### config.mk
export PLATFORM = sky130hd
export DESIGN_NAME = serial_subtractor
export DESIGN_NICKNAME = d
export VERILOG_FILES = /design/src/rtl/serial_subtractor.sv
export SDC_FILE = /design/constraint.sdc
export NUM_CORES = 1
export LEC_CHECK = 0
export ABC_AREA = 1
export CORE_UTILIZATION = 53
export CTS_BUF_LIST = sky130_fd_sc_hd__clkbuf_4
export DETAILED_ROUTE_END_ITERATION = 10
export GPL_ROUTABILITY_DRIVEN = 0
export GPL_TIMING_DRIVEN = 0
export HOLD_SLACK_MARGIN = 0.1
export PLACE_DENSITY = 0.83
export SYNTH_ARGS = -nofsm -noshare
export SYNTH_HDL_FRONTEND = slang
export SYNTH_SLANG_ARGS = --single-unit
### constraint.sdc
create_clock -name clk -period 3.2 [get_ports clk]
set_clock_uncertainty 0.05 [all_clocks]
set_input_delay 0.64 -clock clk [delete_from_list [all_inputs] [get_ports clk]]
set_output_delay 0.64 -clock clk [all_outputs]
set_load 0.1 [all_outputs]
### src/rtl/serial_subtractor.sv
// -----------------------------------------------------------------------------
// serial_subtractor
//
// Multi-cycle subtractor: D = A - B - borrow_in, computed SLICE bits per clock
// as the two's-complement sum A + ~B + ~borrow_in. The ripple chain is only
// SLICE bits long. The carry between slices lives in a register.
//
// Parameters:
//   WIDTH - operand/result width (must be a multiple of SLICE)
//   SLICE - bits processed per clock; N = WIDTH/SLICE slices per operation
//
// Ports:
//   clk        in   system clock, rising edge
//   rst_n      in   asynchronous active-low reset
//   start      in   request pulse, accepted only when not busy
//   A, B       in   minuend / subtrahend, latched on acceptance
//   borrow_in  in   incoming borrow, latched on acceptance
//   D          out  registered difference, valid from the done cycle on
//   borrow_out out  final borrow (unsigned A < B + borrow_in)
//   busy       out  high while slices are being processed
//   done       out  one-cycle pulse when D/borrow_out are valid
//
// Optional feature (macro SUB_FLAGS_EN):
//   zero       out  registered D == 0 flag
//   overflow   out  registered signed-overflow flag
// Both flags update on the final-slice edge.
// -----------------------------------------------------------------------------
module serial_subtractor #(
    parameter int WIDTH = 32,
    parameter int SLICE = 4
) (
    input  logic             clk,
    input  logic             rst_n,
    input  logic             start,
    input  logic [WIDTH-1:0] A,
    input  logic [WIDTH-1:0] B,
    input  logic             borrow_in,
    output logic [WIDTH-1:0] D,
    output logic             borrow_out,
    output logic             busy,
    output logic             done
`ifdef SUB_FLAGS_EN
    ,
    output logic             zero,
    output logic             overflow
`endif
);

    localparam int N     = WIDTH / SLICE;
    localparam int IDX_W = (N > 1) ? $clog2(N) : 1;

    typedef enum logic [1:0] {
        ST_IDLE = 2'd0,
        ST_RUN  = 2'd1,
        ST_DONE = 2'd2
    } state_t;

    state_t             state_r;
    logic [WIDTH-1:0]   a_r;
    logic [WIDTH-1:0]   nb_r;        // subtrahend stored already inverted
    logic               carry_r;
    logic [IDX_W-1:0]   idx_r;
    logic [WIDTH-1:0]   d_r;
    logic               borrow_out_r;
    logic               busy_r;
    logic               done_r;

    logic [SLICE-1:0]   a_slice_s;
    logic [SLICE-1:0]   nb_slice_s;
    logic [SLICE:0]     sum_s;
    logic [WIDTH-1:0]   d_next_s;
    logic               last_slice_s;

`ifdef SUB_FLAGS_EN
    logic               zero_r;
    logic               overflow_r;
    logic               zero_next_s;
    logic               overflow_next_s;
`endif

    // Slice adder: current slice of A + ~B + carry, merged into the D image.
    always_comb begin
        a_slice_s    = a_r[idx_r*SLICE +: SLICE];
        nb_slice_s   = nb_r[idx_r*SLICE +: SLICE];
        sum_s        = {1'b0, a_slice_s} + {1'b0, nb_slice_s}
                     + {{SLICE{1'b0}}, carry_r};
        d_next_s     = d_r;
        d_next_s[idx_r*SLICE +: SLICE] = sum_s[SLICE-1:0];
        last_slice_s = (idx_r == IDX_W'(N - 1));
    end

`ifdef SUB_FLAGS_EN
    // Flag values computed from the fully assembled result of the final slice.
    always_comb begin
        zero_next_s     = (d_next_s == {WIDTH{1'b0}});
        // Operands of differing sign and a result whose sign differs from A.
        if (a_r[WIDTH-1] != ~nb_r[WIDTH-1]) begin
            overflow_next_s = (d_next_s[WIDTH-1] != a_r[WIDTH-1]);
        end else begin
            overflow_next_s = 1'b0;
        end
    end
`endif

    // Control FSM and datapath registers.
    always_ff @(posedge clk or negedge rst_n) begin
        if (!rst_n) begin
            state_r      <= ST_IDLE;
            a_r          <= {WIDTH{1'b0}};
            nb_r         <= {WIDTH{1'b0}};
            carry_r      <= 1'b1;
            idx_r        <= {IDX_W{1'b0}};
            d_r          <= {WIDTH{1'b0}};
            borrow_out_r <= 1'b0;
            busy_r       <= 1'b0;
            done_r       <= 1'b0;
`ifdef SUB_FLAGS_EN
            zero_r       <= 1'b0;
            overflow_r   <= 1'b0;
`endif
        end else begin
            case (state_r)
                // DONE accepts a new start exactly like IDLE (back-to-back).
                ST_IDLE, ST_DONE: begin
                    done_r <= 1'b0;
                    if (start) begin
                        a_r     <= A;
                        nb_r    <= ~B;
                        carry_r <= ~borrow_in;
                        idx_r   <= {IDX_W{1'b0}};
                        busy_r  <= 1'b1;
                        state_r <= ST_RUN;
                    end else begin
                        state_r <= ST_IDLE;
                    end
                end
                ST_RUN: begin
                    d_r     <= d_next_s;
                    carry_r <= sum_s[SLICE];
                    if (last_slice_s) begin
                        // Final carry is the inverse of the borrow.
                        borrow_out_r <= ~sum_s[SLICE];
                        busy_r       <= 1'b0;
                        done_r       <= 1'b1;
                        idx_r        <= {IDX_W{1'b0}};
                        state_r      <= ST_DONE;
`ifdef SUB_FLAGS_EN
                        zero_r       <= zero_next_s;
                        overflow_r   <= overflow_next_s;
`endif
                    end else begin
                        idx_r <= idx_r + IDX_W'(1);
                    end
                end
                default: begin
                    busy_r  <= 1'b0;
                    done_r  <= 1'b0;
                    state_r <= ST_IDLE;
                end
            endcase
        end
    end

    assign D          = d_r;
    assign borrow_out = borrow_out_r;
    assign busy       = busy_r;
    assign done       = done_r;
`ifdef SUB_FLAGS_EN
    assign zero       = zero_r;
    assign overflow   = overflow_r;
`endif

endmodule

==> results of run 1 <==
==> metrics by stage <==
step                std cells  hold slack [ns]   util
floorplan                 483            0.294      -
global placement          693            0.405  0.680
detailed placement        694            0.414  0.683
CTS                       710            0.161  0.699
global route              711            0.178  0.701
finish                    711            0.143  0.701
==> synthesized netlist by cell type <==
master and n:
nor2_1 36, dfrtp_1 103, nand4_1 6, o21a_1 1
nand3_4 1, fa_1 2, o21ai_0 72, nor3_2 1
o21bai_1 1, clkinv_4 1, nand2_4 1, o211ai_1 1
nor2_8 1, nand2_2 3, buf_4 1, nand3_2 2
ha_1 10, buf_6 2, o22ai_1 17, o21ai_1 18
buf_1 2, nand4_4 1, nor2_2 3, nor2_4 2
inv_2 9, nor3_1 1, a21oi_1 4, clkbuf_1 8
mux2_2 32, xor2_1 1, nand2_1 111, inv_1 9
nor3_4 1, buf_2 8, inv_4 1, dfstp_2 1
nand3_1 9
==> per-layer routing <==
layer / vias up / GRT usage / share of wire
met5: - / 0 / 0
met4: 0 / 0.0712 / 0.013
met3: 14 / 0.0513 / 0.056
met2: 132 / 0.416 / 0.50
met1: 1904 / 0.306 / 0.43
li1: 1864 / - / -
==> worst register-to-register path, stage by stage, from the launching register on <==
cell and delay (ns):
dfrtp_1 0.39, buf_6 0.16, clkinv_4 0.10, clkbuf_2 0.21, o21ai_0 0.22, o22ai_1 0.10, nand2_1 0.06, nand2_1 0.07
fa_1 0.43, fa_2 0.44, xor2_2 0.30, nand3_1 0.17, o21ai_1 0.17
==> worst paths after layout <==
check                      depth (start not counted)             endpoint  slack (ns)            startpoint
max reg2reg                                       12    D[22]$_DFFE_PN0P_        0.23  idx_r[0]$_DFFE_PN0P_
min in group clk                                   2     busy$_DFFE_PN0P_        0.44      busy$_DFFE_PN0P_
max in group asynchronous                          2  a_r[12]$_DFFE_PN0P_        2.27                 rst_n
max                                               12    D[22]$_DFFE_PN0P_        0.23  idx_r[0]$_DFFE_PN0P_
min                                                1     D[8]$_DFFE_PN0P_        0.14                 rst_n
min reg2reg                                        2     busy$_DFFE_PN0P_        0.44      busy$_DFFE_PN0P_
==> repair_timing <==
item                                    in CTS  in global routing
pin swaps                                    1                  1
gates resized for setup                      1                  7
endpoints found under the setup margin       7                 15
setup buffers                                0                  1
==> flip-flops by register name, indices dropped and copies added, names as in the netlist <==
signal / cells
D: 32
a_r: 32
nb_r: 32
idx_r: 3
state_r: 2
borrow_out: 1
busy: 1
carry_r: 1
==> final cells by class <==
class	count	area (µm²)	area share
Multi-Input combinational cell	338	1960	0.322
Timing Repair Buffer	104	1050	0.173
Clock buffer	10	75.1	0.0123
Tap cell	108	135	0.0222
Buffer	21	110	0.0181
Clock inverter	6	60.1	0.00988
Sequential cell	104	2610	0.428
Inverter	20	82.6	0.0136
==> logic make-up after synthesis <==
| family | after synthesis | share of synthesized area |
|---|---|---|
| AO/OA/AOI/OAI | 114 | 0.126 |
| XOR/XNOR | 1 | 0.00185 |
| adder cells (fa/ha/maj) | 12 | 0.0348 |
| buffers and inverters | 41 | 0.0401 |
| flip-flops | 104 | 0.549 |
| multiplexers | 32 | 0.0760 |
| AND/OR/NAND/NOR | 179 | 0.172 |
==> placed cells by master, fill, tap and decap left out, types with 2 or more instances in the layout <==
cell / count
nor2_4: 2
o22ai_1: 17
nand2_2: 3
inv_1: 9
nand3_1: 9
nand4_1: 6
clkbuf_4: 10
o21ai_1: 19
clkinv_4: 2
a21oi_1: 4
buf_6: 2
nor2_1: 36
clkbuf_2: 2
buf_1: 2
nand3_2: 2
inv_2: 9
buf_2: 8
o21ai_0: 71
nor2_2: 3
ha_1: 10
clkdlybuf4s50_1: 101
buf_4: 3
clkinv_2: 2
dfrtp_1: 102
mux2_2: 32
clkbuf_1: 6
nand2_1: 111
==> impl_results.md, run 1 <==
- Top cells by area, synth: dfrtp_1, nand2_1, o21ai_0
- Grt total ovfl: 0
- Fillers: 689
- First-pass GRT wire length: 18.2 mm
- Layout area overhead: 28.2%
- Crit-path most repeated cell: nand2_1
- CTS max path bufs: 2
- Max-Cap Viols: 0
- Clk sink count: 104
- Number of global-route vias before repair: 3864
- DRC: 0
- CP cell instances: buf_6, clkinv_4, clkbuf_2, o21ai_0, o22ai_1, nand2_1, nand2_1, fa_1, fa_2, xor2_2, nand3_1, o21ai_1
- Synthesized area: 4740 µm²
- CTS tree: built
- Final Hold Vio Count: 0
- Mapped Nets: 563
- ANT cells: 0
- Initial Utilization: 0.547
- Die X: 96.6 µm
- Final Setup Violations: 0
- Die area: 9330 µm²
- Sequential element share of the synthesized area: 0.549
- CP Capture Type: flop
- Synth Register Bits: 104
- Largest net degree at the start of global routing: 54
- Final Cell Area: 6080 µm²
- CTS clk-pin slew, worst paths: 0.15 ns
- Antenna Nets Post-Route: 0
- Critical Path Source Type: flop
- Setup WS post-layout: 0.228 ns
- Ys Warns: 0
- IO Pins: 103
- Minimum clock period: 2.97 ns
- Post-Synthesis Cells: 483
- Final Max Slew Viols: 0
- WP data arrival: 3.30 ns
- Worst-skew pair later-pin latency: 0.46 ns
- Crit path max fanout: 10
- HPWL Detailed: 8.24 mm
- Total GRT Usage: 0.241
- Placed inst area: 5920 µm²
- DR iter-0 viols: 180
- Num rows: 34
- First-pass DRT Iterations: 4
- Initial antenna violation count: 0
- Min-delay worst type: primary input to async pin
- TritonCTS Buffers: 9
- Period utilization: 0.929
- Routed WL: 11.0 mm
- Rel. slew slack: 0.346
- Fraction of layout cells with a size suffix above 1: 0.156
- Count of cell types in the netlist: 37
- Routed WL per cell: 15.5 µm
- Port Buffers: 102
- Setup_tns: 0 ns
- Fmax achieved: 336 MHz
- Root Driver: clkbuf_4
- Post-synth top area cell: dfrtp_1
- Hold buffers post-CTS: 0
- Delay-heaviest family, CP: adder cells
- CP bufs+invs: 3
- Slowest-stage cell, CP: fa_2
- Layout Nets: 678
- Status: finished, final reports clean
- Via Count: 3914
- H-tree depth: 3
- DR vias/cell: 5.50
- Least-Margin Pin Slew: 0.978 ns
- Pre-CTS WS: -0.0675 ns
- Core area: 8680 µm²
- Worst EP required: 3.53 ns
- Die H: 96.6 µm
- Share of the synthesized area in the top cell type: 0.543
- Max stage delay on crit path: 0.44 ns
- Synthesized area per cell: 9.82 µm²
- Critical path class: flop to flop
- RSZ-0062 raised after global routing: no
Power of run 1 is not shown: default switching activity piles up to over one toggle a cycle in this logic, so the estimate is an artifact.
==> inputs of run 2 (changes only) <==
--- a/config.mk
+++ b/config.mk
@@ -13,6 +13,7 @@
 export GPL_TIMING_DRIVEN = 0
 export HOLD_SLACK_MARGIN = 0.1
 export PLACE_DENSITY = 0.83
+export RECOVER_POWER = 100
 export SYNTH_ARGS = -nofsm -noshare
 export SYNTH_HDL_FRONTEND = slang
 export SYNTH_SLANG_ARGS = --single-unit
==> run 2 against run 1 <==
  * Non-clock buffer count stayed put
  * Routed wire length is 0.71% lower
  * Hold slack better by 0.24 ns
  * First-iteration DRC count is 5.0% higher
  * Maximum frequency is 0.99% lower
  * Critical path type unchanged
==> impl_results.md, run 2 (same netlist as run 1, synthesis figures left out) <==
- Num rows: 34 (unchanged)
- Layout area overhead: 27.2%
- Worst-skew pair later-pin latency: 0.46 ns (about the same)
- Hold buffers post-CTS: 0 (unchanged)
- WP data arrival: 3.32 ns (+0.02 ns)
- Routed WL per cell: 15.4 µm (-0.71%)
- Setup WS post-layout: 0.198 ns (-0.0297 ns)
- Final Max Slew Viols: 0 (unchanged)
- Commonest cells after routing, fill and taps aside: nand2_1, dfrtp_1, o21ai_0, clkdlybuf4s50_1
- Pre-CTS WS: -0.0675 ns (unchanged)
- HPWL Detailed: 8.24 mm (unchanged)
- Routed WL: 10.9 mm (-0.71%)
- DR vias/cell: 5.50 (-0.15%)
- Min-delay worst type: primary input to async pin
- CTS clk-pin slew, worst paths: 0.15 ns (about the same)
- Number of global-route vias before repair: 3864 (unchanged)
- Status: finished, final reports clean
- CTS max path bufs: 2 (unchanged)
- Initial Utilization: 0.547 (unchanged)
- Final Setup Violations: 0 (unchanged)
- Total GRT Usage: 0.241 (unchanged)
- Crit path max fanout: 11 (+1)
- First-pass DRT Iterations: 4 (unchanged)
- Die H: 96.6 µm (unchanged)
- Via Count: 3908 (-0.15%)
- Grt total ovfl: 0 (unchanged)
- Initial antenna violation count: 0 (unchanged)
- R2R Path End: D[6]$_DFFE_PN0P_
- Fraction of layout cells with a size suffix above 1: 0.143 (-0.0133)
- Final Hold Vio Count: 0 (unchanged)
- Least-Margin Pin Slew: 1.26 ns (+0.278 ns)
- R2R depth: 11 (-1)
- RSZ-0062 raised after global routing: no
- Max-Cap Viols: 0 (unchanged)
- Minimum clock period: 3.00 ns (+0.0297 ns)
- Die area: 9330 µm² (unchanged)
- ANT cells: 0 (unchanged)
- CTS tree: built
- Root Driver: clkbuf_4
- Most common cell after layout, fill and taps aside: nand2_1
- Antenna Nets Post-Route: 0 (unchanged)
- Critical Path Source Type: flop
- IO Pins: 103 (unchanged)
- H-tree depth: 3 (unchanged)
- Largest net degree at the start of global routing: 54 (unchanged)
- TritonCTS Buffers: 9 (unchanged)
- Die X: 96.6 µm (unchanged)
- Fmax achieved: 333 MHz (-0.99%)
- DR iter-0 viols: 189 (+5.0%)
- Layout Nets: 678 (unchanged)
- Port Buffers: 102 (unchanged)
- Worst EP required: 3.52 ns (about the same)
- Core area: 8680 µm² (unchanged)
- CP Launch Point: idx_r[1]$_DFFE_PN0P_
- First-pass GRT wire length: 18.2 mm (unchanged)
- Flop2flop setup slack: 0.20 ns (-0.03 ns)
- Period utilization: 0.938 (+0.00927)
- Rel. slew slack: 0.163 (-0.183)
- DRC: 0 (unchanged)
- CP Capture Type: flop
- Reg-to-reg critical path startpoint: idx_r[1]$_DFFE_PN0P_
- Clk sink count: 104 (unchanged)
- Critical path class: flop to flop
run 2: cell count changes in the layout (fill, tap and decap cells not counted), sizes merged:
cell and change:
dlygate4sd3 +36, clkdlybuf4s50 -36, clkbuf +9, buf -9
run 2: timing repair:
item,in CTS,in global routing
pin swaps,1,1
setup endpoints to repair,7,15
gates resized for setup,1,7
setup buffers,0,1
run 2: critical path: stages (launching register included):
cell and delay, ns:
dfrtp_1 0.63, inv_4 0.13, buf_2 0.22, o21ai_0 0.09
o22ai_1 0.09, nand2_1 0.06, nand2_1 0.09, fa_1 0.46
fa_2 0.44, xor2_2 0.29, nand3_1 0.16, o21ai_0 0.19
run 2: worst max path at each step:
stage                               end  slack [ns]
finish                 D[6]$_DFFE_PN0P_        0.20
global route           D[6]$_DFFE_PN0P_        0.04
CTS                   D[22]$_DFFE_PN0P_        0.03
detailed placement    D[22]$_DFFE_PN0P_       -0.07
global placement    a_r[19]$_DFFE_PN0P_       -2.22
floorplan             D[14]$_DFFE_PN0P_        0.59
run 2: cell type report:
cell class / count / area [µm²]
Clock inverter: 6 / 60.1
Tap cell: 108 / 135
Fill cell: 700 / 2650
Sequential cell: 104 / 2600
Buffer: 21 / 101
Timing Repair Buffer: 104 / 1030
Clock buffer: 10 / 75.1
Multi-Input combinational cell: 338 / 1950
Inverter: 20 / 82.6
run 2: layer usage:
layer	global-route usage	wire length [µm]	vias up
met4	0.0712	141	0
met3	0.0513	580	16
met5	0	0	-
li1	-	-	1870
met1	0.306	4650	1896
met2	0.416	5560	126
run 2: per-stage QoR:
step | hold WS (ns) | utilization | instances | TNS (ns) | instance area (µm²)
finish | 0.382 | 0.695 | 711 | 0 | 6030
global route | 0.457 | 0.695 | 711 | 0 | 6030
CTS | 0.161 | 0.699 | 710 | 0 | 6070
detailed placement | 0.414 | 0.683 | 694 | -0.171 | 5920
global placement | 0.405 | 0.680 | 693 | -228.74 | 5900
floorplan | 0.294 | - | 483 | 0 | 4740
Power of run 2 is left out for the same reason.
==> inputs of run 3 (changes only) <==
--- a/config.mk
+++ b/config.mk
@@ -6,6 +6,7 @@
 export NUM_CORES = 1
 export LEC_CHECK = 0
 export ABC_AREA = 1
+export CAP_MARGIN = 20
 export CORE_UTILIZATION = 53
 export CTS_BUF_LIST = sky130_fd_sc_hd__clkbuf_4
 export DETAILED_ROUTE_END_ITERATION = 10
==> run 3 against run 2 <==
  * Register-to-register slack about the same
  * Utilization unchanged
  * Hold slack unchanged
  * Sequential share of layout area unchanged
  * Setup slack unchanged
  * Clock-buffer cell count unchanged
  * Critical path type unchanged
==> impl_results.md, run 3 (same netlist as run 1, synthesis figures left out) <==
- Status: finished, final reports clean
- CTS max path bufs: 2 (unchanged)
- Initial Utilization: 0.547 (unchanged)
- Largest net degree at the start of global routing: 54 (unchanged)
- DR vias/cell: 5.50 (unchanged)
- Final Setup Violations: 0 (unchanged)
- Minimum clock period: 3.00 ns (unchanged)
- Die X: 96.6 µm (unchanged)
- Final Hold Vio Count: 0 (unchanged)
- Fraction of layout cells with a size suffix above 1: 0.143 (unchanged)
- Max-Cap Viols: 0 (unchanged)
- Worst EP required: 3.52 ns (about the same)
- Die H: 96.6 µm (unchanged)
- Total GRT Usage: 0.241 (unchanged)
- CP cell instances: inv_4, buf_2, o21ai_0, o22ai_1, nand2_1, nand2_1, fa_1, fa_2, xor2_2, nand3_1, o21ai_0
- Clk sink count: 104 (unchanged)
- IO Pins: 103 (unchanged)
- First-pass GRT wire length: 18.2 mm (unchanged)
- CTS clk-pin slew, worst paths: 0.15 ns (about the same)
- Num rows: 34 (unchanged)
- CP Launch Point: idx_r[1]$_DFFE_PN0P_
- Fillers: 700 (unchanged)
- Rel. slew slack: 0.163 (unchanged)
- CTS tree: built
- DR iter-0 viols: 189 (unchanged)
- R2R Path End: D[6]$_DFFE_PN0P_
- Most common cell after layout, fill and taps aside: nand2_1
- Antenna Nets Post-Route: 0 (unchanged)
- Fmax achieved: 333 MHz (unchanged)
- Least-Margin Pin Slew: 1.26 ns (unchanged)
- Hold buffers post-CTS: 0 (unchanged)
- Setup WS post-layout: 0.198 ns (unchanged)
- Hold Slack: 0.382 ns (unchanged)
- Max stage delay on crit path: 0.63 ns (about the same)
- Critical Path Source Type: flop
- Initial antenna violation count: 0 (unchanged)
- Port Buffers: 102 (unchanged)
- Grt total ovfl: 0 (unchanged)
- Slowest-stage cell, CP: dfrtp_1
- Layout Nets: 678 (unchanged)
- Crit path max fanout: 11 (unchanged)
- Routed WL: 10.9 mm (unchanged)
- WP data arrival: 3.32 ns (about the same)
- Layout area overhead: 27.2% (unchanged)
- H-tree depth: 3 (unchanged)
- Period utilization: 0.938 (unchanged)
- Reg-to-reg critical path startpoint: idx_r[1]$_DFFE_PN0P_
- DRC: 0 (unchanged)
- Via Count: 3908 (unchanged)
- Worst-skew pair later-pin latency: 0.46 ns (about the same)
- First-pass DRT Iterations: 4 (unchanged)
- Min-delay worst type: primary input to async pin
- Routed WL per cell: 15.4 µm (unchanged)
- HPWL Detailed: 8.24 mm (unchanged)
- Critical path class: flop to flop
- Die area: 9330 µm² (unchanged)
- Commonest cells after routing, fill and taps aside: nand2_1, dfrtp_1, o21ai_0, clkdlybuf4s50_1
- Core area: 8680 µm² (unchanged)
- Setup_tns: 0 ns (unchanged)
- CP Capture Type: flop
- ANT cells: 0 (unchanged)
- Final Max Slew Viols: 0 (unchanged)
- Root Driver: clkbuf_4
- Pre-CTS WS: -0.0675 ns (unchanged)
- Number of global-route vias before repair: 3864 (unchanged)
- RSZ-0062 raised after global routing: no
- R2R depth: 11 (unchanged)
- TritonCTS Buffers: 9 (unchanged)
- Flop2flop setup slack: 0.20 ns (about the same)
run 3: worst max path at each step:
stage                          endpoint  slack [ns]
floorplan             D[14]$_DFFE_PN0P_        0.59
global placement    a_r[19]$_DFFE_PN0P_       -2.22
detailed placement    D[22]$_DFFE_PN0P_       -0.07
CTS                   D[22]$_DFFE_PN0P_        0.03
global route           D[6]$_DFFE_PN0P_        0.04
finish                 D[6]$_DFFE_PN0P_        0.20
run 3: repair_timing:
| action | 4_1_cts | 5_1_grt |
|---|---|---|
| resized for setup | 1 | 7 |
| setup buffers | 0 | 1 |
| setup endpoints to repair | 7 | 15 |
| pin swaps | 1 | 1 |
| hold endpoints to repair | 0 | 0 |
run 3: area by class of cell:
class                      instances  area (µm²)  share of cell area
buffer                            21         101              0.0168
clock inverter                     6        60.1             0.00996
inverter                          20        82.6              0.0137
sequential                       104        2600               0.432
tap                              108         135              0.0224
timing repair buffer             104        1030               0.171
multi-input combinational        338        1950               0.323
clock buffer                      10        75.1              0.0124
run 3: stage by stage:
step / cell area (µm²) / utilization / cells
2_1_floorplan: 4740 / - / 483
3_3_place_gp: 5900 / 0.680 / 693
3_5_place_dp: 5920 / 0.683 / 694
4_1_cts: 6070 / 0.699 / 710
5_1_grt: 6030 / 0.695 / 711
6_report: 6030 / 0.695 / 711
run 3: critical path: cells and delay by family, from the launching register on:
kind                     cells  cell delay [ns]
XOR/XNOR                     1             0.29
buffers and inverters        2             0.35
flip-flops                   1             0.63
AO/OA/AOI/OAI                3             0.37
AND/OR/NAND/NOR              3             0.31
adder cells (fa/ha/maj)      2             0.90
run 3: layer usage:
metal  vias to the layer above  global-route usage  routed length, µm
met5                         -                   0                  0
met3                        16              0.0513                580
met2                       126               0.416               5560
met1                      1896               0.306               4650
li1                       1870                   -                  -
met4                         0              0.0712                141
Power of run 3 is left out for the same reason.
